## config.mk

```make
export PLATFORM = sky130hd
export DESIGN_NAME = inst_queue
export DESIGN_NICKNAME = d
export VERILOG_FILES = /design/src/rtl/inst_queue_pkg.sv /design/src/rtl/inst_queue.sv
export SDC_FILE = /design/constraint.sdc
export NUM_CORES = 1
export LEC_CHECK = 0
export BUFFER_PORTS_ARGS = -buffer_cell sky130_fd_sc_hd__buf_2
export CORE_MARGIN = 2
export CORE_UTILIZATION = 57
export CTS_CLUSTER_SIZE = 20
export DETAILED_ROUTE_END_ITERATION = 7
export GPL_ROUTABILITY_DRIVEN = 0
export HOLD_SLACK_MARGIN = 0.05
export PLACE_DENSITY = 0.79
export SYNTH_ARGS = -nofsm -noshare
export SYNTH_HDL_FRONTEND = slang
export SYNTH_SLANG_ARGS = --single-unit
```

## constraint.sdc

```tcl
create_clock -name clk -period 3.9 [get_ports clk]
set_input_delay 0.78 -clock clk [delete_from_list [all_inputs] [get_ports clk]]
set_output_delay 0.78 -clock clk [all_outputs]
set_load 0.01 [all_outputs]
```

## src/rtl/inst_queue_pkg.sv

```systemverilog
// inst_queue_pkg: shared constants for the fetch-to-decode instruction queue.
//   Packet layout : {PC[63:32], Inst[31:0]}
//   IQ_DEPTH      : default number of queue entries
//   IQ_WIDTH      : default packet width
//   pc_misaligned : true when the low two PC bits are non-zero (ADEF source)
package inst_queue_pkg;

    localparam int unsigned BUS_PC_HI   = 63;
    localparam int unsigned BUS_PC_LO   = 32;
    localparam int unsigned BUS_INST_HI = 31;
    localparam int unsigned BUS_INST_LO = 0;

    localparam int unsigned IQ_DEPTH = 4;
    localparam int unsigned IQ_WIDTH = 64;

    function automatic logic pc_misaligned(input logic [1:0] pc_lo);
        return pc_lo != 2'b00;
    endfunction

endpackage

```

## src/rtl/inst_queue.sv

```systemverilog
// inst_queue: FIFO of {PC, Inst} packets between fetch and decode.
// Ports:
//   clk, reset            clock and synchronous active-high reset
//   flush                 discards every buffered packet (branch/exception/ertn)
//   in_valid/in_ready     fetch-side handshake, in_data carries {PC, Inst}
//   out_valid/out_ready   decode-side handshake, out_data is the head packet
//   out_adef              head PC is not word aligned (qualified by out_valid)
//   count                 number of occupied entries, 0..DEPTH
module inst_queue
    import inst_queue_pkg::*;
#(
    parameter int unsigned DEPTH = IQ_DEPTH,
    parameter int unsigned WIDTH = IQ_WIDTH
) (
    input  logic                     clk,
    input  logic                     reset,
    input  logic                     flush,
    input  logic                     in_valid,
    output logic                     in_ready,
    input  logic [WIDTH-1:0]         in_data,
    output logic                     out_valid,
    input  logic                     out_ready,
    output logic [WIDTH-1:0]         out_data,
    output logic                     out_adef,
    output logic [$clog2(DEPTH):0]   count
);

    localparam int unsigned PW = $clog2(DEPTH);
    localparam int unsigned CW = PW + 1;

    logic [WIDTH-1:0] mem_q [DEPTH];
    logic [PW-1:0]    wp_q, rp_q;
    logic [CW-1:0]    count_q, count_d;
    logic             push, pop;

    // in_ready ignores out_ready: a full queue never accepts a push, even while popping.
    assign in_ready  = !reset && (count_q != CW'(DEPTH));
    assign out_valid = (count_q != '0);
    assign push      = in_valid && in_ready;
    assign pop       = out_valid && out_ready;

    assign out_data  = out_valid ? mem_q[rp_q] : '0;
    assign out_adef  = out_valid && pc_misaligned(out_data[BUS_PC_LO+1:BUS_PC_LO]);
    assign count     = count_q;

    always_comb begin
        count_d = count_q;
        case ({push, pop})
            2'b10:   count_d = count_q + 1'b1;
            2'b01:   count_d = count_q - 1'b1;
            default: count_d = count_q;
        endcase
    end

    always_ff @(posedge clk) begin
        if (reset || flush) begin
            wp_q    <= '0;
            rp_q    <= '0;
            count_q <= '0;
        end else begin
            // Pointers are exactly PW bits, so they wrap at DEPTH by natural overflow.
            if (push) wp_q <= wp_q + 1'b1;
            if (pop)  rp_q <= rp_q + 1'b1;
            count_q <= count_d;
        end
    end

    // Storage is never reset; only pointers and count define what is valid.
    always_ff @(posedge clk) begin
        if (push && !flush) mem_q[wp_q] <= in_data;
    end

endmodule

```

# --- After elaboration in Yosys (flattened, before gate mapping) ---
# Memories as Yosys holds them, arrays and structs flattened. A register that Yosys moved wholly into a read port is not among the register bits.
# Cells that the tools add are included.
op_classes:
  add_sub_neg: 4
  multipliers: 0
  div: 0
  n_lt_le_gt_ge: 0
  n_eq_ne: 3
  n_shift: 0
  mux: 6
  n_bitwise: 0
  n_reduce_logical: 11
ops:
  columns: ["operator", "n"]
  rows:
  - ["$mux 64", 1]
  - ["$pmux 3 s2", 1]
  - ["$logic_and 1x1->1", 5]
  - ["$add 2x1->2 const B", 2]
  - ["$mux 2", 2]
  - ["$reduce_bool 2->1", 2]
  - ["$add 3x1->3 const B", 1]
  - ["$ne 3x3->1 const B", 1]
  - ["$reduce_bool 3->1", 1]
  - ["$sub 3x1->3 const B", 1]
  - ["$eq 2x1->1 const B", 1]
  - ["$eq 2x2->1 const B", 1]
  - ["$logic_not 1->1", 2]
  - ["$mux 1", 2]
  - ["$logic_or 1x1->1", 1]
word_totals:
  regBits: 7
  latchBits: 0
  ramBits: 256
  mem_bits_ro: 0
  inputBits: 69
  out_inout_bits: 70
  wordCells: 28
  mem_count: 1
mem_list:
  columns: ["memory", "depth", "width", "rd", "rd_ports_with_merged_regs", "wr", "line", "rtl"]
  rows:
  - ["mem_q", 4, 64, 1, 1, 1, "inst_queue.sv:31", "logic [WIDTH-1:0] mem_q [DEPTH];"]

# --- Longest topological paths before layout ---
logic_depth:
  ltp_word: 6
  depth_mapped: 8
  ltp_nobuf: 8

# --- Worst setup path before layout ---
# OpenSTA, ideal clock, no wires.
synth_timing:
  path_kind: "input -> register"
  startpoint: "input port reset"
  endpoint: "memory mem_q[0][0] (netlist name), enable pin"
  setup_time_ps: 429
  t_arrival_ps: 2737
  required_ps: 3471
  path_slack_ps: 734
  path_stages: 3
  n_path_buf: 0
  path_cell_list: "nand2b_1 > nor3_1 > and2_1"
synth_between:
  elab_chain_cells: 6
synth_lines:
  columns: ["item", "line", "rtl"]
  rows:
  - ["start, declared", "inst_queue.sv:16", "input logic reset,"]
  - ["$logic_not 1->1", "inst_queue.sv:37", "assign in_ready = !reset && (count_q != CW'(DEPTH));"]
  - ["$logic_and 1x1->1", "inst_queue.sv:37", null]
  - ["$logic_and 1x1->1", "inst_queue.sv:39", "assign push = in_valid && in_ready;"]
  - ["$logic_and 1x1->1", "inst_queue.sv:70", "if (push && !flush) mem_q[wp_q] <= in_data;"]
  - ["$mux 1", "inst_queue.sv:70", null]
  - ["$mux 1 (not written as such)", "inst_queue.sv:70", null]
  - ["end, declared", "inst_queue.sv:31", null]
# Every way passes these cells.

==> impl_metrics.env <==
export IMPL_worstHoldStart="in_data[4]"
export IMPL_r2r_end="count[2]"
export IMPL_drv_cap=0
export IMPL_avgSynthCellArea_um2=22.2
export IMPL_drv_slew=0
export IMPL_setup_tns_ps=0
export IMPL_leakagePower_nw=4.15
export IMPL_cts_repair_resized=0
export IMPL_setup_viol=0
export IMPL_overflow=0
export IMPL_ys_warn_count=0
export IMPL_worst_pin_slew_ps=1140
export IMPL_synth_cell_type_count=26
export IMPL_drt_wl_total_um=18200
export IMPL_worstSetupPathType="reg -> out"
export IMPL_core_area_mm2=0.0178
export IMPL_grt_usage_pct=19.2
export IMPL_clk_latency_ps=510
export IMPL_fmax_mhz=307
export IMPL_crit_path_start_kind="flip-flop"
export IMPL_worstRegToRegCells=8
export IMPL_grt_max_degree=67
export IMPL_syn_num_nets=536
export IMPL_critPathCaptureType="primary output"
export IMPL_antenna_found_initial=1
export IMPL_cts_root_buffer="clkbuf_16"
export IMPL_synth_seq_area_share_pct=76.9
export IMPL_die_h_um=138
export IMPL_numCtsBuffers=26
export IMPL_syn_cell_area_mm2=0.0102
export IMPL_vdd_ir_drop_max_v=0.000378
export IMPL_pin_count=139
export IMPL_synth_cells=461
export IMPL_dr_pass1_iters=4
export IMPL_final_nets=686
export IMPL_drive_gt1_share_pct=39.8
export IMPL_cellPowerDensity_mw_per_mm2=483
export IMPL_path_max_fanout=25
export IMPL_dr_total_vias=4878
export IMPL_hold_end="mem_q[3][4]"
export IMPL_synth_seq_cells=265
export IMPL_period_share_pct=83.6
export IMPL_rsz0062_at_grt="no"
export IMPL_drt_iter0_drc=302
export IMPL_grt_pass1_wl_um=29000
export IMPL_htree_levels=1
export IMPL_fin_crit_ps=3260
export IMPL_cts_tree="built"
export IMPL_clk_pin_slew_ps=60
export IMPL_hold_path_class="in -> reg"
export IMPL_mostFrequentLayoutCells="256 x edfxtp_1, 138 x buf_2, 64 x and2_1"
export IMPL_dp_hpwl_um=10700
export IMPL_cts_setup_buffers=0
export IMPL_status="complete, no violations"
export IMPL_fillers=1194
export IMPL_core_rowCount=49
export IMPL_die_area_mm2=0.0190
export IMPL_fin_hold_ws_ps=484
export IMPL_num_antenna_cells=0
export IMPL_area_growth_pct=17.1
export IMPL_via_per_inst=5.67
export IMPL_r2r_start="count[2]"
export IMPL_wl_per_cell_um=21.2
export IMPL_initial_core_util_pct=57.6
export IMPL_r2r_setup_slack_ps=1190
export IMPL_skew_ps=7.10
export IMPL_crit_required_ps=3120
export IMPL_postCtsHoldBufs=0
export IMPL_layout_commonest_cell="edfxtp_1"
export IMPL_die_x_um=138
export IMPL_drc=0
export IMPL_slew_headroom_pct=23.8
export IMPL_hold_path_depth=1
export IMPL_hold_viol=0
export IMPL_antenna_left=0
export IMPL_cts_sinks=265
export IMPL_cts_max_path_buffers=3
export IMPL_numPortBuffers=138
export IMPL_crit_arrival_ps=2480
export IMPL_grt_pass1_vias=5345
==> routing by layer <==
metal	up-vias	GRT usage [%]	wire length [um]
li1	2175	-	-
met1	2525	25.1	7610
met2	144	33.4	9250
met3	32	4.50	1030
met4	2	4.73	335
met5	-	0	13
==> state kept, by name (all words and copies together) (netlist names), named ones only <==
register / flops
count: 3
mem_q: 256
rp_q: 2
wp_q: 2
==> worst max-delay path, cell delays in order (launching register included) <==
cell and delay (ps):
dfxtp_4 690, buf_4 420, mux4_2 560, and2_1 170, buf_2 140
==> stage by stage <==
stage | power [mW] | util, % | worst slack (ps) | cells | cell area [um2]
4_1_cts | 5.84 | 67.4 | 554 | 860 | 12000
2_1_floorplan | 3.32 | - | 734 | 461 | 10200
6_report | 5.80 | 67.4 | 639 | 860 | 12000
5_1_grt | 5.97 | 67.4 | 439 | 860 | 12000
3_5_place_dp | 3.42 | 62.7 | 1100 | 812 | 11100
3_3_place_gp | 3.41 | 62.7 | 1120 | 812 | 11100
==> cells in the mapped netlist <==
| cell type | instances | share of area (%) |
|---|---|---|
| a21oi_1 | 3 | 0.15 |
| and2_1 | 68 | 4.2 |
| buf_12 | 6 | 1.2 |
| buf_2 | 7 | 0.34 |
| buf_6 | 1 | 0.11 |
| clkbuf_1 | 7 | 0.26 |
| clkbuf_2 | 1 | 0.049 |
| dfxtp_1 | 9 | 1.8 |
| edfxtp_1 | 256 | 75 |
| fa_1 | 1 | 0.20 |
| ha_1 | 5 | 0.61 |
| inv_1 | 6 | 0.22 |
| mux4_1 | 4 | 1.0 |
| mux4_2 | 60 | 13 |
| nand2b_1 | 1 | 0.061 |
| nor2_1 | 7 | 0.26 |
| nor3_1 | 1 | 0.049 |
| nor3b_1 | 2 | 0.15 |
| o21a_1 | 2 | 0.15 |
| o21ai_0 | 2 | 0.098 |
| o21ba_2 | 1 | 0.098 |
| o311ai_0 | 1 | 0.086 |
| o31ai_1 | 1 | 0.073 |
| or2_2 | 2 | 0.12 |
| or3_1 | 3 | 0.18 |
| xor2_1 | 4 | 0.34 |
==> layout make-up <==
cell class              instances  area [um2]  area share [%]
well taps                     229         287            2.39
clock buffers                  30         687            5.73
flip-flops and latches        265        7880            65.7
clock inverters                18         161            1.35
inverters                       6        22.5           0.188
multi-input cells             168        2160            18.0
repair buffers                144         798            6.66
==> kinds of logic (layout without fill, tap and decap cells) <==
kind of cell / after synthesis / count (layout) / share of synthesized area (%)
xor gates and xnor gates: 4 / 4 / 0.342
buffers and inverters: 28 / 198 / 2.15
adders and majority gates: 6 / 6 / 0.807
AOI/OAI and AO/OA: 10 / 10 / 0.648
and+or+nand+nor: 84 / 84 / 4.97
DFF: 265 / 265 / 76.9
muxes: 64 / 64 / 14.2
==> how the worst max path moves through the flow <==
stage	cells after the start	slack (ps)	start	to
floorplan	3	730	reset	mem_q[0][0]
global placement	4	1120	flip-flop	out_data[61]
detailed placement	4	1100	flip-flop	out_data[61]
CTS	4	550	flip-flop	out_data[61]
global route	4	440	flip-flop	out_data[7]
finish	4	640	flip-flop	out_data[61]
==> where the power goes <==
group	total [mW]	leakage, nW	switching (mW)	internal, mW
logic	0.204	1.35	0.113	0.0916
registers	3.16	2.39	0.0101	3.15
clock network	2.44	0.415	0.980	1.46
total	5.80	4.15	1.10	4.69
Power figures use the tool's default switching activity.
